==> src/rtl/mem_access_pkg.sv <==
// Shared encodings, FSM states and alignment check for the data-memory access controller.
// Pure declarations; no timing or flow-control behaviour lives here.
package mem_access_pkg;

    localparam logic [1:0] SIZE_BYTE = 2'b00;
    localparam logic [1:0] SIZE_HALF = 2'b01;
    localparam logic [1:0] SIZE_WORD = 2'b10;

    typedef enum logic [2:0] {
        ST_IDLE,
        ST_RD_WAIT,
        ST_RD_DATA,
        ST_WRITE,
        ST_RESP
    } state_t;

    // A request errors when it is misaligned for its size or uses the reserved size code.
    function automatic logic access_err(input logic [1:0] size, input logic [1:0] offset);
        logic err;
        case (size)
            SIZE_BYTE: err = 1'b0;
            SIZE_HALF: err = offset[0];
            SIZE_WORD: err = (offset != 2'b00);
            default:   err = 1'b1;
        endcase
        return err;
    endfunction

endpackage

==> src/rtl/mem_byte_lane.sv <==
// Byte-lane steering: merges store data into a RAM word and extracts/extends load lanes.
// Purely combinational, zero latency; no flow control.
module mem_byte_lane
    import mem_access_pkg::*;
(
    input  logic [31:0] word,
    input  logic [1:0]  offset,
    input  logic [1:0]  size,
    input  logic        sign_ext,
    input  logic [31:0] wdata,
    output logic [31:0] merged,
    output logic [31:0] extracted
);

    logic [7:0]  lane_b;
    logic [15:0] lane_h;

    assign lane_b = word[{offset, 3'b000} +: 8];
    assign lane_h = word[{offset[1], 4'b0000} +: 16];

    always_comb begin
        merged    = word;
        extracted = word;
        case (size)
            SIZE_BYTE: begin
                merged[{offset, 3'b000} +: 8] = wdata[7:0];
                extracted = {{24{sign_ext & lane_b[7]}}, lane_b};
            end
            SIZE_HALF: begin
                merged[{offset[1], 4'b0000} +: 16] = wdata[15:0];
                extracted = {{16{sign_ext & lane_h[15]}}, lane_h};
            end
            default: begin
                merged    = wdata;
                extracted = word;
            end
        endcase
    end

endmodule

==> src/rtl/data_mem_access_ctrl.sv <==
// Byte/half/word load-store front end for a word RAM; 1/2/3/4 cycles for error/word store/load/sub-word store.
// One request in flight; req_ready only in IDLE, responses are a single-cycle pulse with no backpressure.
module data_mem_access_ctrl
    import mem_access_pkg::*;
#(
    parameter int ADDR_WIDTH     = 32,
    parameter int DATA_WIDTH     = 32,
    parameter int MEM_ADDR_WIDTH = 8
) (
    input  logic                      clk,
    input  logic                      reset,
    input  logic                      req_valid,
    output logic                      req_ready,
    input  logic                      req_we,
    input  logic [1:0]                req_size,
    input  logic                      req_signed,
    input  logic [ADDR_WIDTH-1:0]     req_addr,
    input  logic [DATA_WIDTH-1:0]     req_wdata,
    output logic                      rsp_valid,
    output logic                      rsp_err,
    output logic [DATA_WIDTH-1:0]     rsp_rdata,
    output logic [MEM_ADDR_WIDTH-1:0] ram_addr,
    output logic [DATA_WIDTH-1:0]     ram_data,
    output logic                      ram_we,
    input  logic [DATA_WIDTH-1:0]     ram_q
);

    state_t                    state, state_nxt;
    logic [MEM_ADDR_WIDTH+1:0] addr_q;
    logic [1:0]                size_q;
    logic                      signed_q;
    logic                      we_q;
    logic [DATA_WIDTH-1:0]     wdata_q;
    logic [DATA_WIDTH-1:0]     rdata_q;
    logic [DATA_WIDTH-1:0]     wr_word_q;
    logic                      err_q;
    logic                      accept;
    logic                      req_err;
    logic [DATA_WIDTH-1:0]     merged;
    logic [DATA_WIDTH-1:0]     extracted;
    logic                      unused_addr_hi;

    // Upper address bits fall outside the RAM, so accesses wrap modulo its depth.
    assign unused_addr_hi = ^req_addr[ADDR_WIDTH-1:MEM_ADDR_WIDTH+2];

    assign accept   = req_valid && req_ready;
    assign req_err  = access_err(req_size, req_addr[1:0]);
    assign ram_addr = addr_q[MEM_ADDR_WIDTH+1:2];
    assign ram_data = wr_word_q;
    assign rsp_err  = err_q;
    assign rsp_rdata = rdata_q;

    mem_byte_lane u_lane (
        .word      (ram_q),
        .offset    (addr_q[1:0]),
        .size      (size_q),
        .sign_ext  (signed_q),
        .wdata     (wdata_q),
        .merged    (merged),
        .extracted (extracted)
    );

    always_ff @(posedge clk or negedge reset) begin
        if (!reset) begin
            state <= ST_IDLE;
        end else begin
            state <= state_nxt;
        end
    end

    always_comb begin
        state_nxt = state;
        case (state)
            ST_IDLE: begin
                if (accept) begin
                    if (req_err)                              state_nxt = ST_RESP;
                    else if (req_we && req_size == SIZE_WORD) state_nxt = ST_WRITE;
                    else                                      state_nxt = ST_RD_WAIT;
                end
            end
            ST_RD_WAIT: state_nxt = ST_RD_DATA;
            ST_RD_DATA: state_nxt = we_q ? ST_WRITE : ST_RESP;
            ST_WRITE:   state_nxt = ST_RESP;
            ST_RESP:    state_nxt = ST_IDLE;
            default:    state_nxt = ST_IDLE;
        endcase
    end

    always_comb begin
        req_ready = 1'b0;
        rsp_valid = 1'b0;
        ram_we    = 1'b0;
        case (state)
            ST_IDLE:  req_ready = 1'b1;
            ST_WRITE: ram_we    = 1'b1;
            ST_RESP:  rsp_valid = 1'b1;
            default:  ;
        endcase
    end

    // Load data is cleared at acceptance so stores and errors respond with zero.
    always_ff @(posedge clk or negedge reset) begin
        if (!reset) begin
            addr_q    <= '0;
            size_q    <= '0;
            signed_q  <= 1'b0;
            we_q      <= 1'b0;
            wdata_q   <= '0;
            rdata_q   <= '0;
            wr_word_q <= '0;
            err_q     <= 1'b0;
        end else if (accept) begin
            addr_q    <= req_addr[MEM_ADDR_WIDTH+1:0];
            size_q    <= req_size;
            signed_q  <= req_signed;
            we_q      <= req_we;
            wdata_q   <= req_wdata;
            rdata_q   <= '0;
            wr_word_q <= req_wdata;
            err_q     <= req_err;
        end else if (state == ST_RD_DATA) begin
            if (we_q) wr_word_q <= merged;
            else      rdata_q   <= extracted;
        end
    end

endmodule

==> config.mk <==
export PLATFORM = sky130hd
export DESIGN_NAME = data_mem_access_ctrl
export DESIGN_NICKNAME = d
export VERILOG_FILES = /design/src/rtl/mem_access_pkg.sv /design/src/rtl/mem_byte_lane.sv /design/src/rtl/data_mem_access_ctrl.sv
export SDC_FILE = /design/constraint.sdc
export NUM_CORES = 1
export LEC_CHECK = 0
export CAP_MARGIN = 20
export CELL_PAD_IN_SITES_DETAIL_PLACEMENT = 1
export CELL_PAD_IN_SITES_GLOBAL_PLACEMENT = 2
export CORE_UTILIZATION = 29
export CTS_BUF_LIST = sky130_fd_sc_hd__clkbuf_4
export CTS_CLUSTER_DIAMETER = 80
export DETAILED_ROUTE_END_ITERATION = 16
export PLACE_DENSITY_LB_ADDON = 0.1
export SLEW_MARGIN = 30
export SYNTH_ARGS = -nofsm -noshare
export SYNTH_HDL_FRONTEND = slang
export SYNTH_HIERARCHICAL = 1
export SYNTH_SLANG_ARGS = --single-unit
export TNS_END_PERCENT = 10
==> constraint.sdc <==
create_clock -name clk -period 2.3 [get_ports clk]
set_input_delay 0.23 -clock clk [delete_from_list [all_inputs] [get_ports clk]]
set_output_delay 0.23 -clock clk [all_outputs]
set_load 0.02 [all_outputs]
== Word level (Yosys, flattened, before mapping) ==
Index checks and enable logic that the tools add are counted.
Operators by class
  muxes and demuxes: 19
  shift operators: 6
  bitwise operators: 2
  add/subtract/negate cells: 2
  reductions and logical operators: 10
  equal/unequal tests: 9
Operators with widths (number)
  32-bit 2-to-1 mux: 6
  32-bit case mux with 2 select lines: 2
  32-bit bitwise mux: 2
  16-bit by 7-bit variable shift with 32-bit output, first input constant: 1
  8-bit by 7-bit variable shift with 32-bit output, first input constant: 1
  16-bit by 7-bit indexed part select with 32-bit output: 1
  32-bit by 6-bit indexed part select with 16-bit output: 1
  32-bit by 6-bit indexed part select with 8-bit output: 1
  8-bit by 7-bit indexed part select with 32-bit output: 1
  5-bit negation with 7-bit output: 2
  3-bit case mux with 4 select lines: 1
  3-bit 2-to-1 mux: 3
  3-bit by 2-bit == test with 1-bit output, second input constant: 2
  2-bit nonzero test: 3
  2-bit by 1-bit == test with 1-bit output, second input constant: 2
  2-bit logical NOT: 2
  2-bit AND reduction: 2
  3-bit by 1-bit == test with 1-bit output, second input constant: 1
  3-bit == test, second input constant: 1
  3-bit logical NOT: 1
  1-bit 2-to-1 mux: 3
  1-bit case mux with 3 select lines: 1
  1-bit AND: 2
  2-bit == test, second input constant: 1
  other kinds (4): 5
Word-level totals
  output and inout port bits: 76
  logic and storage cells: 57
  flip-flop bits (word level): 114

== Depth between registers and ports, before layout ==
  depth after elaboration: 7
  mapped depth: 11

== Hierarchy ==
The synthesis kept the hierarchy.
Modules (own cells, without submodules)
  data_mem_access_ctrl: cells an instance 443, times used 1, area an instance 4560.6 µm²
  mem_byte_lane: cells an instance 277, times used 1, area an instance 1711.6 µm²

== Worst setup path after synthesis ==
Ideal clock, no wire load.
  path kind: register to register
  start point: reg addr_q[1]
  end point: reg wr_word_q[10], in the netlist ram_data[10]
  path slack: 0.148 ns
  buffers on the path: 2
  library setup time: 0.078 ns
  arrival: 2.075 ns
  cell stages (with the launch flop): 10
  cell sequence: dfrtp_1 buf_4 buf_2 inv_1 ha_1 a211oi_1 a22oi_1 o21ai_0 o22ai_1 a21oi_1
On the way
  cells in the longest elaborated chain, start to end: 7
  elaborated cells on any way between the ends: 12
RTL lines
  start: declaration: RTL line data_mem_access_ctrl.sv:29  | logic [MEM_ADDR_WIDTH+1:0] addr_q;
  start signal: assignment: RTL line data_mem_access_ctrl.sv:113  | addr_q <= req_addr[MEM_ADDR_WIDTH+1:0];
  5-bit negation with 7-bit output (on tied branches): RTL line mem_byte_lane.sv:30, mem_byte_lane.sv:26
  16-bit by 7-bit indexed part select with 32-bit output (tied with other cells): RTL line mem_byte_lane.sv:30  | merged[{offset[1], 4'b0000} +: 16] = wdata[15:0];
  32-bit bitwise mux (on tied branches): RTL line mem_byte_lane.sv:30, mem_byte_lane.sv:26
  32-bit case mux with 2 select lines *: RTL line mem_byte_lane.sv:24  | case (size)
  named net merged[10]: RTL line data_mem_access_ctrl.sv:39  | logic [DATA_WIDTH-1:0] merged;
  32-bit 2-to-1 mux *: RTL line data_mem_access_ctrl.sv:122  | if (we_q) wr_word_q <= merged;
  32-bit 2-to-1 mux *: RTL line data_mem_access_ctrl.sv:121  | end else if (state == ST_RD_DATA) begin
  32-bit 2-to-1 mux *: RTL line data_mem_access_ctrl.sv:112  | end else if (accept) begin
  end signal: assignment: RTL line data_mem_access_ctrl.sv:119  | wr_word_q <= req_wdata;
  end signal: assignment: RTL line data_mem_access_ctrl.sv:122
  end: declaration: RTL line data_mem_access_ctrl.sv:35  | logic [DATA_WIDTH-1:0] wr_word_q;
Mark *: on every way through the listed nets, which the timed path passes. The rest lies on a longest branch. The select of a mux whose other input is x is not followed.
A chain may end at the register's enable or synchronous reset.

== Final worst setup path ==
  start point: reg state[1]
  end point: out req_ready
On the way
  cells in the longest elaborated chain, start to end: 2
RTL lines
  start: declaration: RTL line data_mem_access_ctrl.sv:28  | state_t state, state_nxt;
  start signal: assignment: RTL line data_mem_access_ctrl.sv:67  | state <= state_nxt;
  3-bit logical NOT: RTL line data_mem_access_ctrl.sv:93  | case (state)
  1-bit 2-to-1 mux: RTL line data_mem_access_ctrl.sv:93
  end: declaration: RTL line data_mem_access_ctrl.sv:13  | output logic req_ready,
No other way between the ends.

==> flow_summary.ini <==
[status]
outcome = finished, final reports clean

[synthesis]
syn_area_sq_um = 6270
synthCells = 720
synthTopCellsByCount = 184 x nand2_1, 114 x dfrtp_1, 73 x a21oi_1, 51 x inv_1, 42 x a22o_1
synth_edf_count = 0
avgSynthCellArea_sq_um = 8.71
ys_types = 48
ys_ff_latch = 114
yosys_warnings = 6
synthArstFlopShare = 1.00
yosys.area.top_type = dfrtp_1
synthTopCellsByArea = dfrtp_1 45%, nand2_1 11%, a22o_1 5.9%, a21oi_1 5.8%, o22ai_1 3.2%
ys.flop_type = dfrtp_1
synth_nets = 828
yosysTopAreaCellShare = 0.455
yosysSeqAreaShare = 0.455
synth_most_common_cell = nand2_1

[critical_path]
rr_worst_depth = 6
worst_r2r_endpoint = ram_data[1]$_DFFE_PN0P_
arrival_ns = 1.93
reg2reg_setup_slack_ns = 0.18
critPathCaptureType = output pin
timing.rr.start = size_q[0]$_DFFE_PN0P_
required_ns = 2.07
crit_type = register to output pin
startpoint_type = register
path_max_fanout = 9

[power]
pwr-share-seq = 0.299
cellLeakagePower_nw = 3.85
p_comb_frac = 0.590
p_per_area_nw_per_um2 = 1480
ir_drop_v = 0.000505
p_sw_frac = 0.467
clkPwrFrac = 0.111
internal_power_mw = 6.61
p_sw_mw = 5.79

[layout]
drive_gt1_frac = 0.111
instances_no_fill = 1153
syn_to_final_growth_pct = 33.9
final_nets = 972

[sta]
hold_viol = 0
worstMarginPinSlew_ns = 0.733
period_share = 0.937
slew_viol_final = 0
timing.fmax_mhz = 464
timing.hold.ws_ns = 0.164
setup_violations = 0
slew_headroom = 0.510
grt_setup_unrepaired = false
min_period_ns = 2.16
clock_skew_ns = 0.0216

[placed_design]
dp_cells = 1119
portBuffers = 156
gp_congestion = 0.853
dp_hpwl_mm = 16.9

[floorplan]
start_util = 0.297
core_area_sq_um = 21100
die_w_um = 149
fp.dieArea_sq_um = 22200
die_y_um = 149
rows = 53
ios = 179

[detailed_routing]
wl_met2_mm = 10.7
vias = 5831
drc = 0
ant_nets = 0
first_pass_iters = 4
vias_per_cell = 5.06
wirelength_mm = 22.8
routed.top_layer = met4
wl_met3_um = 992
avgRoutedWirePerCell_um = 19.8
met1Wirelength_mm = 10.7
drt-initial-drc-count = 280

[flow_run]
maxCapViolCount = 0

[global_routing]
grtUsageTotal = 0.211
grt-ovfl-total = 0
grt_pass1_wl_mm = 35.3
grt_max_degree = 74
grt_pass1_vias = 6023
antenna_found_initial = 1

[clock_network]
h-tree-depth = 4
clk_pin_slew_ns = 0.12
cts_inserted_buffers = 17
clockBufferDepth = 2
cts_tree = yes
clock_latency_ns = 0.53
clock-root-buffer = clkbuf_4
cts_setup_buffers = 0
cts.sinks = 114

[min_path]
hold_path.class = input pin to asynchronous set/reset pin
## kinds of logic after synthesis
logic type / after synthesis / share of synthesized area
AO/OA/AOI/OAI: 229 / 0.244
adder cells (fa/ha/maj): 5 / 0.00997
buffers and inverters: 116 / 0.0910
flip-flops: 114 / 0.455
multiplexers: 18 / 0.0307
AND/OR/NAND/NOR: 238 / 0.170
## power groups by stage
stage	logic (mW)	clock network, mW	registers (mW)
after detailed placement	7.34	0	3.76
after floorplan	4.15	0	4.12
final	7.32	1.37	3.71
after CTS	7.38	1.44	3.73
after global placement	7.21	0	3.72
after global routing	7.94	1.52	3.85
## state kept, by name, summed over array words and instances, names as in the netlist
register and cells:
addr_q 10, ram_data 32, rsp_err 1, rsp_rdata 32
signed_q 1, size_q 2, state 3, wdata_q 32
we_q 1
## critical path, stage by stage (launching register included)
cell and delay (ns):
dfrtp_1 0.41, buf_4 0.18, nor3_1 0.17, clkdlybuf4s50_1 0.63
## per-layer routing
metal / global-route usage / vias to the layer above
met5: 0 / -
met4: 0.0673 / 0
met3: 0.0373 / 24
met2: 0.335 / 157
met1: 0.291 / 2877
li1: - / 2773
## layout make-up
class | instances | area (sq um)
clock inverters | 14 | 118
fillers | 2446 | 12700
multi-input cells | 490 | 2870
diodes | 1 | 2.50
repair buffers | 190 | 1880
well taps | 275 | 344
inverters | 51 | 191
flip-flops and latches | 114 | 2850
clock buffers | 18 | 135
## worst max path at each step
stage | startpoint | cells after the start | end
after floorplan | addr_q[1]$_DFFE_PN0P_ | 9 | ram_data[10]$_DFFE_PN0P_
after global placement | addr_q[1]$_DFFE_PN0P_ | 7 | ram_data[11]$_DFFE_PN0P_
final | state[1]$_DFFE_PN0P_ | 3 | req_ready
after detailed placement | size_q[0]$_DFFE_PN0P_ | 5 | ram_data[12]$_DFFE_PN0P_
after CTS | state[2]$_DFFE_PN0P_ | 4 | ram_we
after global routing | state[2]$_DFFE_PN0P_ | 3 | req_ready
## metrics by stage
stage	utilization	setup slack, ns	power, mW	cell area, sq um	setup TNS (ns)
2_1_floorplan	-	0.148	8.27	6270	0
3_3_place_gp	0.385	-0.108	10.9	8120	-0.781
3_5_place_dp	0.385	0.144	11.1	8120	0
4_1_cts	0.398	0.00465	12.5	8390	0
5_1_grt	0.398	0.0106	13.3	8400	0
6_report	0.398	0.144	12.4	8400	0
## placed cells by master, fill, tap and decap left out, drive strengths merged, types with 2 or more instances in the layout
| master | Yosys | routed |
|---|---|---|
| clkinv | 0 | 7 |
| nor2b | 8 | 8 |
| or2 | 2 | 2 |
| clkinvlp | 0 | 6 |
| inv | 51 | 51 |
| nand2b | 8 | 8 |
| a22oi | 24 | 24 |
| a22o | 42 | 42 |
| a221o | 5 | 5 |
| o22ai | 32 | 32 |
| nor2 | 13 | 13 |
| clkbuf | 26 | 18 |
| mux2 | 10 | 10 |
| or3 | 2 | 2 |
| buf | 39 | 34 |
| o21ai | 26 | 26 |
| a211o | 6 | 6 |
| a21oi | 85 | 85 |
| ha | 5 | 5 |
| clkdlybuf4s50 | 0 | 153 |
| nor4b | 3 | 3 |
| dfrtp | 114 | 114 |
| mux2i | 8 | 8 |
| nand2 | 184 | 184 |
| nor3 | 3 | 3 |
| o21bai | 2 | 2 |
| nor3b | 7 | 7 |
## timing repair
item,CTS,global route
gates resized for setup,1,3
hold endpoints to repair,60,0
hold buffers,1,0
setup endpoints to repair,1,8
(Power assumes the default switching activity.)
